<file path="src/rtl/biset_master_pkg.sv">
// -----------------------------------------------------------------------------
// biset_master_pkg
//   Shared BiSet bus definitions: field widths, request/reply layouts and
//   small helpers used to build requests and decode replies.
//   Request layout (MSB..LSB): valid, wr, addr, data.
//   Reply layout   (MSB..LSB): valid, data.
// -----------------------------------------------------------------------------
package biset_master_pkg;

  localparam int unsigned BISET_ADDRLEN  = 16;
  localparam int unsigned BISET_DATALEN  = 16;
  localparam int unsigned BISET_REQLEN   = 2 + BISET_ADDRLEN + BISET_DATALEN;
  localparam int unsigned BISET_REPLYLEN = 1 + BISET_DATALEN;

  typedef struct packed {
    logic                     valid;
    logic                     wr;
    logic [BISET_ADDRLEN-1:0] addr;
    logic [BISET_DATALEN-1:0] data;
  } biSetRequest;

  typedef struct packed {
    logic                     valid;
    logic [BISET_DATALEN-1:0] data;
  } biSetReply;

  function automatic logic BiSetReplyValid(input logic [BISET_REPLYLEN-1:0] reply);
    biSetReply r;
    r = biSetReply'(reply);
    return r.valid;
  endfunction

  function automatic logic [BISET_DATALEN-1:0] BiSetReplyData(input logic [BISET_REPLYLEN-1:0] reply);
    biSetReply r;
    r = biSetReply'(reply);
    return r.data;
  endfunction

  function automatic biSetRequest BiSetMakeRequest(input logic                     wr,
                                                   input logic [BISET_ADDRLEN-1:0] addr,
                                                   input logic [BISET_DATALEN-1:0] data);
    biSetRequest r;
    r.valid = 1'b1;
    r.wr    = wr;
    r.addr  = addr;
    r.data  = data;
    return r;
  endfunction

endpackage

</file>
<file path="src/rtl/biset_master_timeout_counter.sv">
// -----------------------------------------------------------------------------
// biset_timeout_counter
//   Reply-wait counter for the BiSet master. Cleared while the request is on
//   the bus, counts each waiting cycle, flags the last permitted wait cycle.
//   Ports:
//     clk_i, reset_i : clock, asynchronous active-high reset
//     clear_i        : return count to zero (priority over enable_i)
//     enable_i       : advance count by one
//     expired_o      : count has reached TIMEOUT-1
// -----------------------------------------------------------------------------
module biset_timeout_counter #(
  parameter int unsigned TIMEOUT = 64
) (
  input  logic clk_i,
  input  logic reset_i,
  input  logic clear_i,
  input  logic enable_i,
  output logic expired_o
);

  localparam int unsigned     CNT_W = $clog2(TIMEOUT + 1);
  localparam logic [CNT_W-1:0] LAST = CNT_W'(TIMEOUT - 1);

  logic [CNT_W-1:0] cnt_q, cnt_d;

  always_comb begin
    cnt_d = cnt_q;
    if (clear_i) begin
      cnt_d = '0;
    end else if (enable_i) begin
      cnt_d = cnt_q + CNT_W'(1);
    end
  end

  always_ff @(posedge clk_i or posedge reset_i) begin
    if (reset_i) begin
      cnt_q <= '0;
    end else begin
      cnt_q <= cnt_d;
    end
  end

  assign expired_o = (cnt_q == LAST);

endmodule

</file>
<file path="src/rtl/biset_master.sv">
// -----------------------------------------------------------------------------
// biset_master
//   Initiator end of the BiSet bus. Takes one local register command at a
//   time, drives it as a single-cycle request, waits for the merged reply
//   and returns read data or a timeout error to the local side.
//   Ports:
//     clk_i, reset_i           : clock, asynchronous active-high reset
//     cmd_valid_i/cmd_ready_o  : local command handshake
//     cmd_wr_i, cmd_addr_i,
//     cmd_data_i               : command fields (1 = write)
//     rsp_valid_o              : one-cycle response strobe
//     rsp_data_o, rsp_err_o    : read data (0 for writes), timeout flag
//     req_o                    : BiSet request to all slaves
//     reply_i                  : merged BiSet reply
//   Optional: define BISET_MASTER_RETRY_EN to reissue a timed-out request up
//   to RETRIES times before reporting the error.
// -----------------------------------------------------------------------------
module biset_master
  import biset_master_pkg::*;
#(
  parameter int unsigned TIMEOUT = 64,
  parameter int unsigned RETRIES = 2
) (
  input  logic                      clk_i,
  input  logic                      reset_i,
  input  logic                      cmd_valid_i,
  output logic                      cmd_ready_o,
  input  logic                      cmd_wr_i,
  input  logic [BISET_ADDRLEN-1:0]  cmd_addr_i,
  input  logic [BISET_DATALEN-1:0]  cmd_data_i,
  output logic                      rsp_valid_o,
  output logic [BISET_DATALEN-1:0]  rsp_data_o,
  output logic                      rsp_err_o,
  output logic [BISET_REQLEN-1:0]   req_o,
  input  logic [BISET_REPLYLEN-1:0] reply_i
);

  typedef enum logic [1:0] {IDLE, REQ, WAIT, RESP} state_e;

  state_e                   state_q, state_d;
  logic                     wr_q, wr_d;
  logic [BISET_ADDRLEN-1:0] addr_q, addr_d;
  logic [BISET_DATALEN-1:0] data_q, data_d;
  logic [BISET_DATALEN-1:0] rsp_data_q, rsp_data_d;
  logic                     rsp_err_q, rsp_err_d;

  logic reply_valid;
  logic cnt_clear, cnt_enable, cnt_expired;
  logic retry_pending;

  assign reply_valid = BiSetReplyValid(reply_i);

  biset_timeout_counter #(.TIMEOUT(TIMEOUT)) u_timeout (
    .clk_i     (clk_i),
    .reset_i   (reset_i),
    .clear_i   (cnt_clear),
    .enable_i  (cnt_enable),
    .expired_o (cnt_expired)
  );

`ifdef BISET_MASTER_RETRY_EN
  logic [15:0] retry_q, retry_d;

  assign retry_pending = (retry_q < 16'(RETRIES));

  // Count restarts only for a fresh command; reissues from WAIT keep it.
  always_comb begin
    retry_d = retry_q;
    if (state_q == IDLE && cmd_valid_i) begin
      retry_d = '0;
    end else if (state_q == WAIT && !reply_valid && cnt_expired && retry_pending) begin
      retry_d = retry_q + 16'd1;
    end
  end

  always_ff @(posedge clk_i or posedge reset_i) begin
    if (reset_i) begin
      retry_q <= '0;
    end else begin
      retry_q <= retry_d;
    end
  end
`else
  logic [31:0] unused_retries;
  assign unused_retries = RETRIES;
  assign retry_pending  = 1'b0;
`endif

  always_comb begin
    state_d    = state_q;
    wr_d       = wr_q;
    addr_d     = addr_q;
    data_d     = data_q;
    rsp_data_d = rsp_data_q;
    rsp_err_d  = rsp_err_q;
    cnt_clear  = 1'b0;
    cnt_enable = 1'b0;
    unique case (state_q)
      IDLE: begin
        if (cmd_valid_i) begin
          wr_d    = cmd_wr_i;
          addr_d  = cmd_addr_i;
          data_d  = cmd_data_i;
          state_d = REQ;
        end
      end
      REQ: begin
        cnt_clear = 1'b1;
        state_d   = WAIT;
      end
      WAIT: begin
        // A reply in the expiry cycle still wins over the timeout.
        if (reply_valid) begin
          rsp_data_d = wr_q ? '0 : BiSetReplyData(reply_i);
          rsp_err_d  = 1'b0;
          state_d    = RESP;
        end else if (cnt_expired) begin
          if (retry_pending) begin
            state_d = REQ;
          end else begin
            rsp_data_d = '0;
            rsp_err_d  = 1'b1;
            state_d    = RESP;
          end
        end else begin
          cnt_enable = 1'b1;
        end
      end
      RESP: begin
        state_d = IDLE;
      end
      default: begin
        state_d = IDLE;
      end
    endcase
  end

  always_ff @(posedge clk_i or posedge reset_i) begin
    if (reset_i) begin
      state_q    <= IDLE;
      wr_q       <= 1'b0;
      addr_q     <= '0;
      data_q     <= '0;
      rsp_data_q <= '0;
      rsp_err_q  <= 1'b0;
    end else begin
      state_q    <= state_d;
      wr_q       <= wr_d;
      addr_q     <= addr_d;
      data_q     <= data_d;
      rsp_data_q <= rsp_data_d;
      rsp_err_q  <= rsp_err_d;
    end
  end

  always_comb begin
    req_o = '0;
    if (state_q == REQ) begin
      req_o = BiSetMakeRequest(wr_q, addr_q, data_q);
    end
  end

  assign cmd_ready_o = (state_q == IDLE);
  assign rsp_valid_o = (state_q == RESP);
  assign rsp_data_o  = rsp_data_q;
  assign rsp_err_o   = rsp_err_q;

endmodule
</file>
<file path="config.mk">
export PLATFORM = sky130hd
export DESIGN_NAME = biset_master
export DESIGN_NICKNAME = d
export VERILOG_FILES = /design/src/rtl/biset_master_pkg.sv /design/src/rtl/biset_master_timeout_counter.sv /design/src/rtl/biset_master.sv
export SDC_FILE = /design/constraint.sdc
export NUM_CORES = 1
export LEC_CHECK = 0
export CORE_AREA = 4 4 88 98
export DETAILED_ROUTE_END_ITERATION = 16
export DIE_AREA = 0 0 92 102
export DONT_BUFFER_PORTS = 1
export SETUP_SLACK_MARGIN = 0.02
export SYNTH_ARGS = -nofsm -noshare
export SYNTH_HDL_FRONTEND = slang
export SYNTH_HIERARCHICAL = 1
export SYNTH_SLANG_ARGS = --single-unit
</file>
<file path="constraint.sdc">
create_clock -name clk_i -period 1.8 [get_ports clk_i]
set_input_delay 0.36 -clock clk_i [delete_from_list [all_inputs] [get_ports clk_i]]
set_output_delay 0.36 -clock clk_i [all_outputs]
set_load 0.005 [all_outputs]
</file>
==> impl_results.md <==
* Top cell by count, worst path: nor3b_4
* Final #Nets at a little over 300
* Leading cell type in the layout, fill and taps excluded: dfrtp_1
* DR iter-0 viols at 40
* CP Capture Type: register
* Hold crit path type: input pin to register
* Rows at 34
* Fmax at 583.2 MHz
* Die ar. at 9384 sq um
* Total gr overflow at 0
* Post-route ant nets at 0
* H-tree levels at 3
* TritonCTS clock tree: yes
* Initial Util at 33.87%
* Worst slew margin at 51.37%
* Area of the multi-input gates at 1119 sq um
* Die width at a little over 90 um
* Hold Vio Cnt, Final at 0
* Fin crit period at 1715 ps
* Core area at 7742 sq um
* Clock Skew at 7.788 ps
* Sequential cell area fraction in the yosys report at 56.30%
* Vias per cell at 4.624
* Most frequent cells in the layout: 57 x dfrtp_1, 34 x nand2_1, 34 x mux2_1, 33 x and2_1, 17 x o21ai_1
* Slew @ Worst Pin at 726.6 ps
* Drt drc at 0
* Per-cell routed wire length at approximately 15 um
* Final std cells w/o fill at 356
* Synth warn at 6
* Setup TNS Final at 0 ps
* Hpwl dp at around 4000 um
* Syn Nets at 286
* Die height at between 100 and 150 um
* Clk root buf: clkbuf_8
* IO Pins at 106
* Max-slew violation count at 0
* Reg area at 1479 sq um
* Clock latency on the worst-skew pair at between 300 and 400 ps
* Synthesized area per cell at 11.55 sq um
* CP Class: register to register
* DR vias at between 1500 and 2000
* Clock-pin transition on the worst setup and hold timing paths at 60 ps
* Critical Path RT at 2060 ps
* TritonCTS Buffers at 9
* RSZ-0062 raised after global routing: true
* Peak supply drop at 618.2 uV
* Placed insts at about 340
* RePlAce Congestion at 0.7335
* First-pass GRT wire length at between 8000 and 9000 um
* Max incr delay on CP at ~380 ps
* Mapped Area at 2623 sq um
* Post-layout util at 40.90%
* Gr usage total at 11.89%
* Critical-path top delay cell: dfrtp_1
* Total clock sinks at 59
* Distinct cells, synth at 26
* Crit start category: register
* Initial antenna violation count at 0
* Pre-Repair DR Iteration Count at 5
* Vias in the first global route at between 1500 and 2000
* Status: finished clean
* Arr. time, crit path at 1970 ps
* Layout cells sized above 1 at a little under a fifth
* Crit path cell chain: ha_2 > nor3b_4 > nor3b_4 > nand4_2 > or3_1 > a21oi_1
* Port bufs at 0
* Power density over the cells at 1713 nW/um^2
* Post-Syn Instances at 227
* Fillers at 748
* Layout area overhead at 20.75%
* P_leak at 1.387 nW
* WL final at between 5000 and 6000 um
* Largest net degree at the start of global routing at 35
* # diodes at 0
* Yosys reg bits at 59
* Final period utilization at 95.26%
* Max-cap viol count at 0
* Final setup vio count at 0
* CTS Buffer Depth at 2
* CP max FO at 4
==> worst paths after layout <==
check                                    from                  to  slack, ps  cells after the start
max in group asynchronous             reset_i          state_q[1]        710                      3
hold reg to reg                    data_q[11]          data_q[11]        480                      1
setup / recovery           u_timeout/cnt_q[0]  u_timeout/cnt_q[5]         90                      6
min in group asynchronous             reset_i  u_timeout/cnt_q[6]        440                      2
hold / removal                    reply_i[16]           rsp_err_o        120                      1
setup reg to reg           u_timeout/cnt_q[0]  u_timeout/cnt_q[5]         90                      6
==> where the power goes <==
group / switching [mW] / leakage [nW] / internal [mW] / total [mW]
Combinational: 0.808 / 0.528 / 0.818 / 1.63
Clock: 0.523 / 0.123 / 0.953 / 1.48
Sequential: 0.371 / 0.736 / 1.95 / 2.32
Total: 1.70 / 1.39 / 3.72 / 5.42
==> metrics by stage <==
step / power (mW) / hold slack (ps) / cell area [sq um] / worst slack, ps
6_report: 5.424 / 118.0 / 3167 / 85.25
5_1_grt: 5.846 / 118.0 / 3167 / 0.2987
4_1_cts: 5.406 / 96.73 / 3098 / -34.07
3_5_place_dp: 3.871 / 204.9 / 2833 / -218.7
3_3_place_gp: 3.784 / 205.4 / 2833 / -84.44
2_1_floorplan: 3.432 / 163.4 / 2643 / 69.85
==> sequential cells by signal, summed over array words and instances, names as in the netlist <==
register,cells
data_q,16
rsp_err_o,1
rsp_data_o,16
wr_q,1
addr_q,16
u_timeout/cnt_q,7
state_q,2
==> routing by layer <==
layer / up-vias / global-route usage [%] / wire length, um
met5: - / 0 / 0
met4: 0 / 6.171 / 106
met3: 11 / 5.007 / 444
met2: 67 / 19.38 / 2631
met1: 785 / 13.41 / 2162
li1: 783 / - / -
==> cell usage after synthesis <==
cell      number  area, sq um
a21oi_1        2        10.01
and2_1        33        206.5
buf_2          6        30.03
buf_4          2        15.01
buf_6          1        11.26
clkbuf_1       3        11.26
dfrtp_1       59         1476
ha_1           6        75.07
inv_1          4        15.01
mux2_1        34        382.9
mux2i_1        1        10.01
nand2_1       35        131.4
nand2_2        1        6.260
nand4_1        2        12.51
nand4_2        1        12.51
nor2_1         6        22.52
nor2b_1        2        12.51
nor3b_1        1        7.510
nor3b_2        1        12.51
o21ai_0        2        10.01
o21ai_1       17        85.08
o21ai_2        1        8.760
o32a_1         1        10.01
or3_1          2        12.51
xnor2_1        1        8.760
xor2_1         3        26.28
==> kinds of logic (layout without fill, tap and decap cells) <==
logic type,after synthesis,in the layout,synth area share (%)
multiplexers,35,35,14.98
buffers and inverters,16,37,3.149
AO/OA/AOI/OAI,23,23,4.723
flip-flops,59,59,56.30
AND/OR/NAND/NOR,84,84,16.65
XOR/XNOR,4,4,1.336
adder cells (fa/ha/maj),6,6,2.863
==> area by class of cell <==
| type | instances | area share, % |
|---|---|---|
| flip-flops and latches | 59 | 46.70 |
| multi-input cells | 152 | 35.32 |
| repair buffers | 17 | 5.531 |
| clock buffers | 11 | 4.465 |
| well taps | 108 | 4.267 |
| clock inverters | 5 | 3.161 |
| inverters | 4 | 0.5531 |
==> critical path: cells and delay by family, from the launching register on <==
family	cells	cell delay, ps
adders and majority gates	1	190
AOI/OAI and AO/OA	1	150
DFF	1	380
and+or+nand+nor	4	910
==> what timing repair did <==
action / 4_1_cts / 5_1_grt
endpoints found under the hold margin: 29 / 0
pin swaps: 0 / 5
setup buffers: 0 / 3
hold buffers: 1 / 0
resized for setup: 3 / 13
endpoints found under the setup margin: 50 / 37
Power figures use the tool's default switching activity.
